File: config.mk
export PLATFORM = sky130hd
export DESIGN_NAME = l1_burst_arbiter
export DESIGN_NICKNAME = d
export VERILOG_FILES = /design/src/rtl/l1_burst_arbiter_pkg.sv /design/src/rtl/l1_burst_arbiter_rr_priority_select.sv /design/src/rtl/l1_burst_arbiter.sv
export SDC_FILE = /design/constraint.sdc
export NUM_CORES = 1
export LEC_CHECK = 0
export CAP_MARGIN = 20
export CORE_AREA = 2 2 180 182
export DETAILED_ROUTE_END_ITERATION = 10
export DIE_AREA = 0 0 182 184
export GPL_ROUTABILITY_DRIVEN = 0
export GPL_TIMING_DRIVEN = 0
export PLACE_DENSITY = 0.65
export SLEW_MARGIN = 10
export SYNTH_ARGS = -nofsm -noshare
export SYNTH_HDL_FRONTEND = slang
export SYNTH_HIERARCHICAL = 1
export SYNTH_SLANG_ARGS = --single-unit
File: constraint.sdc
create_clock -name clk -period 9.2 [get_ports clk]
set_input_delay 1.84 -clock clk [delete_from_list [all_inputs] [get_ports clk]]
set_output_delay 1.84 -clock clk [all_outputs]
set_load 0.01 [all_outputs]
File: src/rtl/l1_burst_arbiter_pkg.sv
// Shared types for the L1-to-L2 burst arbiter: pushed-request record, arbiter state
// and the conventional L1 port assignments.
package l1_burst_arbiter_pkg;

    // Widest field sizes any configuration may use. Narrower builds zero-extend into them.
    localparam int unsigned L2_ADDR_MAX_W = 64;
    localparam int unsigned L2_SIZE_MAX_W = 8;
    localparam int unsigned L2_SUB_MAX_W  = 8;

    typedef struct packed {
        logic [L2_ADDR_MAX_W-1:0] addr;
        logic                     rnw;
        logic                     is_amo;
        logic [L2_SIZE_MAX_W-1:0] size;
        logic [L2_SUB_MAX_W-1:0]  sub_id;
    } l2_req_t;

    typedef enum logic [0:0] {
        StArb,
        StWdata
    } arb_state_e;

    localparam int unsigned PORT_DCACHE   = 0;
    localparam int unsigned PORT_ICACHE   = 1;
    localparam int unsigned PORT_MMU_ITLB = 2;
    localparam int unsigned PORT_MMU_DTLB = 3;

endpackage

File: src/rtl/l1_burst_arbiter_rr_priority_select.sv
// Rotating priority picker: the first set bit of req at or after ptr (wrapping) wins.
// With ptr tied to 0 it degenerates to lowest-index-first fixed priority.
module rr_priority_select #(
    parameter int unsigned N     = 4,
    parameter int unsigned IDX_W = (N > 1) ? $clog2(N) : 1
) (
    input  logic [N-1:0]     req,
    input  logic [IDX_W-1:0] ptr,
    output logic [N-1:0]     gnt,
    output logic [IDX_W-1:0] gnt_idx,
    output logic             gnt_valid
);

    always_comb begin
        logic [31:0]      j;
        logic [IDX_W-1:0] j_idx;
        gnt       = '0;
        gnt_idx   = '0;
        gnt_valid = 1'b0;
        for (int unsigned k = 0; k < N; k++) begin
            j     = (32'(ptr) + k) % N;
            j_idx = IDX_W'(j);
            if (!gnt_valid && req[j_idx]) begin
                gnt_valid  = 1'b1;
                gnt[j_idx] = 1'b1;
                gnt_idx    = j_idx;
            end
        end
    end

endmodule

File: src/rtl/l1_burst_arbiter.sv
// N-port L1-to-L2 request arbiter with locked write bursts and per-port read credits.
// Define L1_ARB_ROUND_ROBIN_EN for round-robin selection; fixed priority otherwise.
module l1_burst_arbiter
    import l1_burst_arbiter_pkg::*;
#(
    parameter int unsigned NUM_PORTS    = 4,
    parameter int unsigned ADDR_W       = 30,
    parameter int unsigned DATA_W       = 32,
    parameter int unsigned SIZE_W       = 5,
    parameter int unsigned MAX_RD_BEATS = 16,
    localparam int unsigned SUB_W       = (NUM_PORTS > 1) ? $clog2(NUM_PORTS) : 1,
    localparam int unsigned BE_W        = DATA_W / 8
) (
    input  logic                                clk,
    input  logic                                rst,
    input  logic [NUM_PORTS-1:0]                req_valid,
    input  logic [NUM_PORTS-1:0][ADDR_W-1:0]    req_addr,
    input  logic [NUM_PORTS-1:0]                req_rnw,
    input  logic [NUM_PORTS-1:0]                req_is_amo,
    input  logic [NUM_PORTS-1:0][SIZE_W-1:0]    req_size,
    output logic [NUM_PORTS-1:0]                req_ack,
    input  logic [NUM_PORTS-1:0][DATA_W-1:0]    wr_data,
    input  logic [NUM_PORTS-1:0][BE_W-1:0]      wr_be,
    input  logic [NUM_PORTS-1:0]                wr_valid,
    output logic [NUM_PORTS-1:0]                wr_ack,
    input  logic                                l2_request_full,
    input  logic                                l2_data_full,
    output logic                                l2_request_push,
    output logic [ADDR_W-1:0]                   l2_addr,
    output logic                                l2_rnw,
    output logic                                l2_is_amo,
    output logic [SIZE_W-1:0]                   l2_size,
    output logic [SUB_W-1:0]                    l2_sub_id,
    output logic                                l2_wr_data_push,
    output logic [DATA_W-1:0]                   l2_wr_data,
    output logic [BE_W-1:0]                     l2_wr_data_be,
    input  logic                                l2_rd_data_valid,
    input  logic [DATA_W-1:0]                   l2_rd_data,
    input  logic [SUB_W-1:0]                    l2_rd_sub_id,
    output logic                                l2_rd_data_ack,
    output logic [DATA_W-1:0]                   resp_data,
    output logic [NUM_PORTS-1:0]                resp_valid
);

    localparam int unsigned CNT_W = $clog2(MAX_RD_BEATS + 1);

    arb_state_e                           state_q, state_d;
    logic       [SIZE_W-1:0]              beats_left_q, beats_left_d;
    logic       [SUB_W-1:0]               lock_port_q, lock_port_d;
    logic       [NUM_PORTS-1:0][CNT_W-1:0] rd_cnt_q, rd_cnt_d;

    logic                 push_ready;
    logic [NUM_PORTS-1:0] eligible;
    logic [NUM_PORTS-1:0] sel_onehot;
    logic [SUB_W-1:0]     sel_idx;
    logic [SUB_W-1:0]     sel_ptr;
    logic                 sel_valid;
    logic                 grant;
    logic [NUM_PORTS-1:0] ret_hit;
    l2_req_t              l2_req;
    logic                 unused_l2_req;

    assign push_ready = ~(l2_request_full | l2_data_full);

    // Reads and AMOs must fit their beats within the remaining credit; writes need a beat ready.
    always_comb begin
        logic [31:0] need;
        for (int unsigned i = 0; i < NUM_PORTS; i++) begin
            need = 32'(rd_cnt_q[i]) + (req_is_amo[i] ? 32'd1 : 32'(req_size[i]) + 32'd1);
            eligible[i] = req_valid[i] &
                          ((req_rnw[i] | req_is_amo[i]) ? (need <= MAX_RD_BEATS) : wr_valid[i]);
        end
    end

    rr_priority_select #(
        .N     (NUM_PORTS),
        .IDX_W (SUB_W)
    ) u_select (
        .req       (eligible),
        .ptr       (sel_ptr),
        .gnt       (sel_onehot),
        .gnt_idx   (sel_idx),
        .gnt_valid (sel_valid)
    );

    assign grant = (state_q == StArb) & push_ready & sel_valid & ~rst;

`ifdef L1_ARB_ROUND_ROBIN_EN
    logic [SUB_W-1:0] rr_ptr_q, rr_ptr_d;

    always_comb begin
        rr_ptr_d = rr_ptr_q;
        if (grant) begin
            rr_ptr_d = (32'(sel_idx) == NUM_PORTS - 1) ? '0 : sel_idx + 1'b1;
        end
    end

    always_ff @(posedge clk or posedge rst) begin
        if (rst) begin
            rr_ptr_q <= '0;
        end else begin
            rr_ptr_q <= rr_ptr_d;
        end
    end

    assign sel_ptr = rr_ptr_q;
`else
    assign sel_ptr = '0;
`endif

    always_comb begin
        state_d         = state_q;
        beats_left_d    = beats_left_q;
        lock_port_d     = lock_port_q;
        req_ack         = '0;
        wr_ack          = '0;
        l2_request_push = 1'b0;
        l2_wr_data_push = 1'b0;
        l2_req          = '0;
        l2_wr_data      = '0;
        l2_wr_data_be   = '0;
        unique case (state_q)
            StArb: begin
                if (grant) begin
                    l2_request_push = 1'b1;
                    req_ack         = sel_onehot;
                    l2_req.addr     = L2_ADDR_MAX_W'(req_addr[sel_idx]);
                    l2_req.rnw      = req_rnw[sel_idx];
                    l2_req.is_amo   = req_is_amo[sel_idx];
                    l2_req.size     = L2_SIZE_MAX_W'(req_size[sel_idx]);
                    l2_req.sub_id   = L2_SUB_MAX_W'(sel_idx);
                    if (!req_rnw[sel_idx] && !req_is_amo[sel_idx]) begin
                        // First write beat travels with the address.
                        wr_ack          = sel_onehot;
                        l2_wr_data_push = 1'b1;
                        l2_wr_data      = wr_data[sel_idx];
                        l2_wr_data_be   = wr_be[sel_idx];
                        if (req_size[sel_idx] != '0) begin
                            state_d      = StWdata;
                            beats_left_d = req_size[sel_idx];
                            lock_port_d  = sel_idx;
                        end
                    end
                end
            end
            StWdata: begin
                if (!rst && wr_valid[lock_port_q] && !l2_data_full) begin
                    wr_ack[lock_port_q] = 1'b1;
                    l2_wr_data_push     = 1'b1;
                    l2_wr_data          = wr_data[lock_port_q];
                    l2_wr_data_be       = wr_be[lock_port_q];
                    beats_left_d        = beats_left_q - 1'b1;
                    if (beats_left_q == SIZE_W'(1)) begin
                        state_d = StArb;
                    end
                end
            end
            default: state_d = StArb;
        endcase
    end

    // Grant credit and return debit may land on the same port in the same cycle.
    always_comb begin
        logic [31:0] add;
        logic [31:0] sum;
        for (int unsigned i = 0; i < NUM_PORTS; i++) begin
            ret_hit[i] = l2_rd_data_valid & (32'(l2_rd_sub_id) == i);
            add = '0;
            if (grant && sel_onehot[i] && (req_rnw[i] || req_is_amo[i])) begin
                add = req_is_amo[i] ? 32'd1 : 32'(req_size[i]) + 32'd1;
            end
            sum = 32'(rd_cnt_q[i]) + add;
            if (ret_hit[i] && sum != '0) begin
                sum = sum - 32'd1;
            end
            rd_cnt_d[i] = CNT_W'(sum);
        end
    end

    always_ff @(posedge clk or posedge rst) begin
        if (rst) begin
            state_q      <= StArb;
            beats_left_q <= '0;
            lock_port_q  <= '0;
            rd_cnt_q     <= '0;
        end else begin
            state_q      <= state_d;
            beats_left_q <= beats_left_d;
            lock_port_q  <= lock_port_d;
            rd_cnt_q     <= rd_cnt_d;
        end
    end

    assign l2_addr        = l2_req.addr[ADDR_W-1:0];
    assign l2_rnw         = l2_req.rnw;
    assign l2_is_amo      = l2_req.is_amo;
    assign l2_size        = l2_req.size[SIZE_W-1:0];
    assign l2_sub_id      = l2_req.sub_id[SUB_W-1:0];
    assign unused_l2_req  = ^l2_req;

    assign l2_rd_data_ack = l2_rd_data_valid;
    assign resp_valid     = ret_hit & {NUM_PORTS{~rst}};
    assign resp_data      = rst ? '0 : l2_rd_data;

endmodule

==> Yosys cells after proc, flatten, opt, wreduce, memory -nomap -nowiden <==
Index checks and enable logic that the tools add are counted.
{ "word_totals": {"reg_bits": 28, "inputBits": 339, "output_inout_bits": 122, "wordCells": 178} }
{ "classes": {"addsub": 17, "order_cmp": 7, "eq_ne": 8, "n_mux": 81, "bitwise_logic": 20, "reduce_logical": 38} }
{ "op_table": {"columns": ["cell", "n"], "rows": [
  ["2-to-1 mux 32 bit", 7],
  ["adder 5 x 32 -> 32 bit", 5],
  ["binary-select mux 32 bit (select 2 bit)", 2],
  ["<= comparator 32 x 5 -> 1 bit, second input constant", 4],
  ["nonzero test 32 bit", 4],
  ["2-to-1 mux 48 bit", 2],
  ["case mux 32 bit (2 select lines)", 1],
  ["binary-select mux 30 bit (select 2 bit)", 1],
  ["2-to-1 mux 5 bit", 9],
  ["2-to-1 mux 4 bit", 11],
  ["2-to-1 mux 6 bit", 7],
  ["2-to-1 mux 30 bit", 1],
  ["subtractor 5 x 1 -> 5 bit, second input constant", 5],
  ["adder 5 x 1 -> 6 bit, second input constant", 4],
  ["2-to-1 mux 1 bit", 24],
  ["adder 5 x 6 -> 7 bit", 3],
  ["logical AND 1 bit", 19],
  ["binary-select mux 4 bit (select 2 bit)", 2],
  ["case mux 4 bit (2 select lines)", 2],
  ["bitwise AND 1 bit", 11],
  ["binary-select mux 5 bit (select 2 bit)", 1],
  ["case mux 5 bit (2 select lines)", 1],
  ["AND reduction 4 bit", 2],
  ["zero test 1 bit", 7],
  ["18 further kinds", 36]
]} }

==> Depth between registers and ports, before layout <==
Gate-level depths: netlist of run 1.
{ "logic_depth": {"word_depth": 25, "mapped_depth": 30, "depth_no_buf": 28} }

==> By module <==
The synthesis of run 1 kept the hierarchy.
{ "by_module_without_submodules": {"columns": ["mod", "n_inst", "cells_per_inst", "area_each_um2", "seq_area_each_um2"], "rows": [
  ["l1_burst_arbiter", 1, 701, 7178.1, 700.7],
  ["rr_priority_select", 1, 45, 421.7, 0.0]
]} }

==> Least setup slack after synthesis of run 1 <==
OpenSTA, ideal clock, no wires.
{ "synth_timing": {"path_kind": "in2out", "from": "in req_size[15] in the netlist's numbering", "to": "out l2_wr_data[10]", "arrival_ns": 6.803, "setup_slack_ns": 0.557, "stages": 20, "n_path_buf": 3, "path_cell_list": "ha_1 -> xnor2_1 -> nor2_1 -> ha_1 -> and3_1 -> or3_1 -> a2111oi_1 -> mux2i_1 -> a2111oi_0 -> o21a_1 -> mux4_1 -> nor2b_1 -> nor2_1 -> o31ai_1 -> buf_6 -> mux4_2 -> nor3_1 -> clkbuf_1 -> buf_2 -> a22o_1"} }
{ "synth_via": {"elab_chain_cells": 15} }
{ "synth_lines": {"columns": ["element", "line", "text"], "rows": [
  ["start: declaration", "l1_burst_arbiter.sv:20", "input logic [NUM_PORTS-1:0][SIZE_W-1:0] req_size,"],
  ["adder 5 x 1 -> 6 bit *", "l1_burst_arbiter.sv:69", "need = 32'(rd_cnt_q[i]) + (req_is_amo[i] ? 32'd1 : 32'(req_size[i]) + 32'd1);"],
  ["2-to-1 mux 6 bit *", "l1_burst_arbiter.sv:69", null],
  ["adder 5 x 32 -> 32 bit *", "l1_burst_arbiter.sv:69", null],
  ["<= comparator 32 x 5 -> 1 bit *", "l1_burst_arbiter.sv:71", "((req_rnw[i] | req_is_amo[i]) ? (need <= MAX_RD_BEATS) : wr_valid[i]);"],
  ["2-to-1 mux 1 bit *", "l1_burst_arbiter.sv:71", null],
  ["bitwise AND 1 bit *", "l1_burst_arbiter.sv:70", "eligible[i] = req_valid[i] &"],
  ["via eligible[3]", "l1_burst_arbiter.sv:53", "logic [NUM_PORTS-1:0] eligible;"],
  ["logical AND 1 bit *", "l1_burst_arbiter_rr_priority_select.sv:23", "if (!gnt_valid && req[j_idx]) begin"],
  ["2-to-1 mux 2 bit *", "l1_burst_arbiter_rr_priority_select.sv:23", null],
  ["via sel_idx[0]", "l1_burst_arbiter.sv:55", "logic [SUB_W-1:0] sel_idx;"],
  ["binary-select mux 1 bit (select 2 bit)", "l1_burst_arbiter.sv:132", "if (!req_rnw[sel_idx] && !req_is_amo[sel_idx]) begin"],
  ["2-to-1 mux 1 bit (not written as such)", "l1_burst_arbiter.sv:132", null],
  ["zero test 1 bit", "l1_burst_arbiter.sv:132", null],
  ["logical AND 1 bit", "l1_burst_arbiter.sv:132", null],
  ["2-to-1 mux 32 bit *", "l1_burst_arbiter.sv:132", null],
  ["2-to-1 mux 32 bit *", "l1_burst_arbiter.sv:124", "if (grant) begin"],
  ["case mux 32 bit (2 select lines) *", "l1_burst_arbiter.sv:122", "unique case (state_q)"],
  ["end: declaration", "l1_burst_arbiter.sv:35", "output logic [DATA_W-1:0] l2_wr_data,"]
]} }
The timed path passes the listed nets; every way through them passes the cells marked *. The select of a mux whose other input is x is not followed.

==> Worst setup path after layout of run 1 <==
{ "layout_timing": {"from": "in req_size[15] in the netlist's numbering", "to": "out l2_wr_data[28]"} }
The elaborated chain is that of the path after synthesis.

==> summary.md, run 1 <==
| Metric | Value |
|---|---|
| Status | `finished clean` |
| H-tree Lvls | `1` |
| Finished Layout Cells | `1,643` |
| Pwr Total | `around 2500 uW` |
| Largest net degree at the start of global routing | `16` |
| Yosys warns | `6` |
| Final min period | `just over 9 ns` |
| WP depth | `24` |
| RSZ-0062 raised after global routing | `yes` |
| Async set-reset flop share out of synthesis | `between 90% and 100%` |
| Worst Path Arrival | `7.29 ns` |
| Final Hold Viols | `0` |
| Total die area | `roughly 33,000 sq um` |
| Slowest Stage Delay on Critical Path | `around 0.41 ns` |
| Tcrit/Tclk final | `99.24%` |
| Grt peak-use layer | `met2` |
| Routed Antenna Nets | `0` |
| Most numerous cell in the Yosys netlist | `mux4_2` |
| First-pass DRT Iterations | `5` |
| Top post-synthesis cells by area | `mux4_2, ha_1, dfrtp_1` |
| Global Route Usage Sum | `21.52%` |
| Hold WC Path Type | `flop to flop` |
| Crit-path slowest cell | `a2111oi_4` |
| CP Buf/Inv Count | `7` |
| DP HPWL | `between 30 and 40 mm` |
| Number of max-cap violations | `0` |
| Nets | `roughly 1,600` |
| Met2 GRT Util | `39.39%` |
| Most frequent cells after synthesis | `mux4_2, ha_1, nor2b_1` |
| CTS buffer count | `3` |
| Longest Clk Path Bufs | `2` |
| Max Slew Vio Count | `0` |
| Worst setup SP type | `input port` |
| Pleak | `between 0.005 and 0.006 uW` |
| CTS tree | `built` |
| Post-synthesis sequential area ratio | `a little under a tenth` |
| Max VDD drop | `~91 uV` |
| CP Data Required Time | `approximately 7.4 ns` |
| Synth area leader | `mux4_2` |
| Skew-Pair Late Insertion Delay | `0.27 ns` |
| Dominant synthesized flop cell | `dfrtp_1` |
| Library cells used by synthesis | `74` |
| Vias/cell | `about 5.3` |
| Clock Root Buffer | `clkbuf_16` |
| PD cells | `about 190 nW/um^2` |
| Slew HR | `40.32%` |
| Grt total ovfl | `0` |
| Clock tree sinks | `28` |
| GR met3 Demand/Resource | `about 5.3%` |
| Critical Path Fanout Max | `10` |
| Vias in the first global route | `approximately 8,900` |
| Initial antenna violation count | `3` |
| Post-synthesis register bit count | `28` |
| Post-DR wirelength/cell | `around 23 um` |
| Crit path kind | `input port to output port` |
| Syn avg cell area | `between 10 and 15 sq um` |
| Synth top area share | `32.89%` |
| Row cnt | `between 60 and 70` |
| Die Span X | `~180 um` |
| Via count | `~8,600` |
| Post-synth EDFFs | `0` |
| DRC violations left | `0` |
| Number of buffers added on ports | `between 400 and 500` |
| Clk_skew | `between 0.005 and 0.006 ns` |
| Routed Wire Length | `between 30 and 40 mm` |
| Io pins | `between 400 and 500` |
| First-pass GRT wire length | `53.61 mm` |
| Area of the core | `approximately 31,000 sq um` |
| FF-to-FF path depth | `24` |
| Die H | `approximately 180 um` |
| Synth-to-layout area growth | `74.56%` |
| Initial Util | `between 20% and 30%` |
| Synth Cell Area | `~7600 sq um` |
| Crit-path cells | `dlygate4sd2_1, ha_4, xnor2_2, nor2_1, ha_1, and3_1, or3_1, a2111oi_4, mux2i_1, a2111oi_2, o21a_2, mux4_2, nor4b_4, nor2_1, a32o_1, clkbuf_8, mux4_2, nor3_4, clkbuf_8, buf_4, buf_12, buf_4, a22o_1, buf_2` |
| Util after Layout | `about 42%` |
| Worst Setup End Kind | `output port` |
| Hold Slack | `about 0.53 ns` |
| Final setup vio count | `0` |
| GRT met1 Usage | `approximately a quarter` |
| Placed Cells | `between 1,500 and 2,000` |
| Least-Margin Pin Slew | `roughly 0.90 ns` |
| Family with the most delay on the worst path | `compound AO/OA/AOI/OAI gates` |
| Layout cells sized above 1 | `between 15 and 20%` |
| Fmax | `roughly 110 MHz` |
| Initial DRC Count | `531` |
| Clock slew at reported path FFs | `approximately 0.080 ns` |
| Hold path cells | `1` |
| Cell count after synthesis | `approximately 750` |
| Cts hold-fix bufs | `0` |
==> cell families after synthesis <==
family	Yosys count	synth area share (%)
XOR/XNOR	42	4.840
multiplexers	129	35.97
buffers and inverters	81	4.494
AND/OR/NAND/NOR	267	20.20
other	1	0.04934
flip-flops	28	9.220
AO/OA/AOI/OAI	130	13.27
adder cells (fa/ha/maj)	68	11.95
==> placed cells by master (no fill, tap or decap), types with 7 or more instances in the layout <==
cell type and n:
xor2_1 22, mux2i_1 11, dfrtp_1 28, inv_1 28
and2_1 43, nand3_1 18, nor2_1 44, xnor2_1 17
nand2_1 22, mux4_2 113, buf_4 22, nor3_1 28
nand2b_1 9, a22oi_1 10, o21ai_1 8, nand4_1 8
a21oi_1 8, clkbuf_1 21, nor2b_1 44, o21ai_0 13
a21o_1 12, dlymetal6s2s_1 18, clkbuf_2 7, dlygate4sd2_1 26
fa_1 8, clkdlybuf4s50_1 410, ha_1 56, buf_6 7
conb_1 12, a22o_1 37
==> repair_timing <==
| item | in CTS | in global routing |
|---|---|---|
| endpoints found under the setup margin | 88 | 82 |
| gates resized for setup | 96 | 64 |
| setup buffers | 15 | 6 |
| pin swaps | 7 | 4 |
==> per-stage QoR <==
step | TNS, ns | worst slack (ns) | area [sq um]
after floorplan | 0 | 0.5572 | 7641
after global placement | -109.12 | -1.985 | 12740
after detailed placement | -119.05 | -2.118 | 12770
after CTS | 0 | 0.003574 | 13140
after global routing | -0.1951 | -0.1076 | 13260
final | 0 | 0.06961 | 13270
==> worst paths after layout <==
path,startpoint,end,slack (ns)
worst min-delay path,beats_left_q[4]$_DFFE_PP0P_,beats_left_q[4]$_DFFE_PP0P_,0.53
worst min register to register,beats_left_q[4]$_DFFE_PP0P_,beats_left_q[4]$_DFFE_PP0P_,0.53
max in group asynchronous,rst,beats_left_q[4]$_DFFE_PP0P_,6.01
min in group asynchronous,rst,rd_cnt_q[0]$_DFF_PP0_,2.66
worst max-delay path,req_size[15],l2_wr_data[28],0.07
worst max register to register,rd_cnt_q[17]$_DFF_PP0_,rd_cnt_q[0]$_DFF_PP0_,2.56
==> registers in the layout, summed over array words and instances, names as in the netlist <==
register / flops
rd_cnt_q: 20
beats_left_q: 5
lock_port_q: 2
state_q: 1
==> worst register-to-register path: stages (launching register included) <==
cell       delay (ns)
dfrtp_1          0.40
ha_1             0.36
and3_1           0.18
or3_1            0.40
a2111oi_4        0.41
mux2i_1          0.15
a2111oi_2        0.33
o21a_2           0.22
mux4_2           0.27
nand2b_1         0.11
nand2b_1         0.08
or3_1            0.43
inv_2            0.13
buf_4            0.21
and2_1           0.37
o21ai_1          0.21
nor2b_1          0.16
ha_1             0.17
inv_1            0.05
fa_1             0.40
xor2_1           0.34
nand3_1          0.12
a2111oi_1        0.69
nor2_1           0.18
xnor2_1          0.17
==> area by class of cell <==
| cell class | instances | area, sq um |
|---|---|---|
| sequential | 28 | 700.7 |
| timing repair buffer | 480 | 4791 |
| fill | 3073 | 18130 |
| buffer | 51 | 344.1 |
| tap | 402 | 503.0 |
| clock buffer | 4 | 88.84 |
| multi-input combinational | 648 | 6728 |
| antenna | 1 | 2.502 |
| inverter | 29 | 108.9 |
==> metal layers <==
layer	part of all wire, %	up-vias
met5	0.026	-
met4	3.2	2
met3	8.5	64
met2	51	461
met1	37	4202
li1	-	3905
==> report_power, final <==
part | internal, uW | switching (uW)
clock network | 67.0 | 49.0
registers | 181 | 53.3
logic | 1130 | 993
total | 1380 | 1100
(Power assumes the default switching activity.)
==> inputs of run 2 (changes only) <==
==> constraint.sdc (replaced) <==
create_clock -name clk -period 9.2 [get_ports clk]
set_input_delay 1.84 -clock clk [delete_from_list [all_inputs] [get_ports clk]]
set_output_delay 1.84 -clock clk [all_outputs]
set_load 0.005 [all_outputs]
==> summary.md, run 2 (synthesis results as in run 1) <==
| Metric | Value |
|---|---|
| Leading cell type in the layout, fill and taps excluded | `clkdlybuf4s50_1` |
| Placed Cells | `1,619` |
| CTS tree | `built` |
| First-pass DRT Iterations | `5` |
| DP HPWL | `33.79 mm` |
| Placed Instance Area | `approximately 13,000 sq um` |
| Crit path kind | `input port to output port` |
| First-pass GRT wire length | `53.58 mm` |
| Die H | `roughly 180 um` |
| DRC violations left | `0` |
| Area of the core | `approximately 31,000 sq um` |
| Die Span X | `182 um` |
| Worst Setup End Kind | `output port` |
| Longest Clk Path Bufs | `2` |
| CTS buffer count | `3` |
| Commonest non-fill, non-tap cells in the layout | `clkdlybuf4s50_1, mux4_2, ha_1` |
| Max Slew Vio Count | `0` |
| Finished Layout Cells | `around 1,600` |
| Pleak | `roughly 0.0051 uW` |
| Crit-path cells | `clkdlybuf4s15_1, xnor2_2, nor2_1, ha_1, and3_1, or3_4, a2111oi_4, mux2i_1, a2111oi_2, o21a_2, mux4_2, nor4b_4, nor2_1, a32o_1, clkbuf_8, mux4_2, nor3_4, buf_4, a32o_1, clkdlybuf4s50_1` |
| Clock slew at reported path FFs | `around 0.08 ns` |
| Fillcell total | `3,073` |
| Status | `finished clean` |
| Reg with most FFs | `rd_cnt_q` |
| Clock tree sinks | `28` |
| Largest registers | `rd_cnt_q x20, beats_left_q x5, lock_port_q x2` |
| Final min period | `between 9 and 10 ns` |
| Critical Path Fanout Max | `10` |
| Worst Path Arrival | `7.19 ns` |
| Nets | `~1,600` |
| Tcrit/Tclk final | `between 90% and 100%` |
| Max VDD drop | `just over 90 uV` |
| Pwr Total | `around 2400 uW` |
| Slowest Stage Delay on Critical Path | `about 0.56 ns` |
| Number of max-cap violations | `0` |
| Via count | `approximately 8,600` |
| Post-DR wirelength/cell | `around 23 um` |
| Final Hold Viols | `0` |
| Global Route Usage Sum | `a little over a fifth` |
| Final setup vio count | `0` |
| Row cnt | `65` |
| Cts hold-fix bufs | `0` |
| Routed Antenna Nets | `0` |
| Initial DRC Count | `518` |
| Largest register FFs | `20` |
| Least-Margin Pin Slew | `0.8890 ns` |
| Clock Root Buffer | `clkbuf_16` |
| Total die area | `roughly 33,000 sq um` |
| Skew-Pair Late Insertion Delay | `0.28 ns` |
| PD cells | `about 180 nW/um^2` |
| Number of buffers added on ports | `~460` |
| Vias/cell | `approximately 5.3` |
| Fmax | `approximately 110 MHz` |
| Crit-path slowest cell | `clkdlybuf4s50_1` |
| Layout cells sized above 1 | `around 17%` |
| Synth-to-layout area growth | `74.07%` |
| CP Data Required Time | `7.36 ns` |
| Io pins | `~460` |
| Worst setup SP type | `input port` |
| Routed Wire Length | `~38 mm` |
| Largest net degree at the start of global routing | `16` |
| Hold WC Path Type | `flop to flop` |
| H-tree Lvls | `1` |
| Clk_skew | `0.006988 ns` |
| Vias in the first global route | `a little under 9,000` |
| Final instance area | `13,230 sq um` |
| Grt total ovfl | `0` |
| Slew HR | `40.73%` |
| Initial antenna violation count | `3` |
| Initial Util | `roughly a quarter` |
run 2: path summary, 6_finish.rpt:
| kind | from | end | slack, ns | cells past startpoint |
|---|---|---|---|---|
| worst min register to register | beats_left_q[4]$_DFFE_PP0P_ | beats_left_q[4]$_DFFE_PP0P_ | 0.53 | 1 |
| worst max register to register | rd_cnt_q[16]$_DFF_PP0_ | rd_cnt_q[0]$_DFF_PP0_ | 2.65 | 24 |
| min in group asynchronous | rst | rd_cnt_q[0]$_DFF_PP0_ | 2.67 | 4 |
| max in group asynchronous | rst | rd_cnt_q[14]$_DFF_PP0_ | 6.01 | 5 |
| worst min-delay path | beats_left_q[4]$_DFFE_PP0P_ | beats_left_q[4]$_DFFE_PP0P_ | 0.53 | 1 |
| worst max-delay path | req_size[17] | wr_ack[1] | 0.17 | 20 |
run 2: area by class of cell:
type / count / area (sq um) / share of cell area, %
diodes: 3 / 7.507 / 0.05675
plain buffers: 51 / 310.3 / 2.346
clock buffers: 4 / 88.84 / 0.6715
inverters: 29 / 108.9 / 0.8228
multi-input cells: 648 / 6756 / 51.07
flip-flops and latches: 28 / 700.7 / 5.297
well taps: 402 / 503.0 / 3.802
repair buffers: 476 / 4753 / 35.93
run 2: worst max-delay path, delay by kind of cell:
family / cells / cell delay (ns)
AO/OA/AOI/OAI: 5 / 1.41
XOR/XNOR: 1 / 0.22
adder cells (fa/ha/maj): 1 / 0.35
buffers and inverters: 4 / 1.34
multiplexers: 3 / 0.79
AND/OR/NAND/NOR: 6 / 1.25
run 2: timing repair:
| item | 4_1_cts | 5_1_grt |
|---|---|---|
| resized for setup | 78 | 37 |
| setup buffers | 13 | 3 |
| pin swaps | 7 | 6 |
| setup endpoints to repair | 88 | 82 |
run 2: per-stage QoR:
stage / utilization, % / hold slack (ns) / TNS [ns] / setup WS (ns)
floorplan: - / 0.4792 / 0 / 0.5920
detailed placement: 40.67 / 0.5111 / -116.24 / -2.084
global placement: 40.58 / 0.5021 / -106.38 / -1.951
global route: 42.12 / 0.5734 / -0.006370 / -0.006370
finish: 42.14 / 0.5331 / 0 / 0.1683
CTS: 41.83 / 0.5330 / -0.002633 / -0.002633
run 2: power breakdown:
| part | switching (uW) | total [uW] | internal (uW) |
|---|---|---|---|
| Sequential | 53.9 | 235 | 181 |
| Clock | 50.1 | 117 | 67.1 |
| Combinational | 974 | 2090 | 1120 |
run 2: layer usage:
metal / track usage (%) / wire length (um)
met3: 5.151 / 3076
met2: 39.44 / 19570
met4: 6.871 / 1265
met5: 0 / 10
met1: 24.60 / 14510
==> inputs of run 3 (changes only) <==
Settings changed: GPL_ROUTABILITY_DRIVEN 0 to not set.
==> results of run 3 <==
Same layout as run 2: the final DEF is identical, and so are final timing and power.
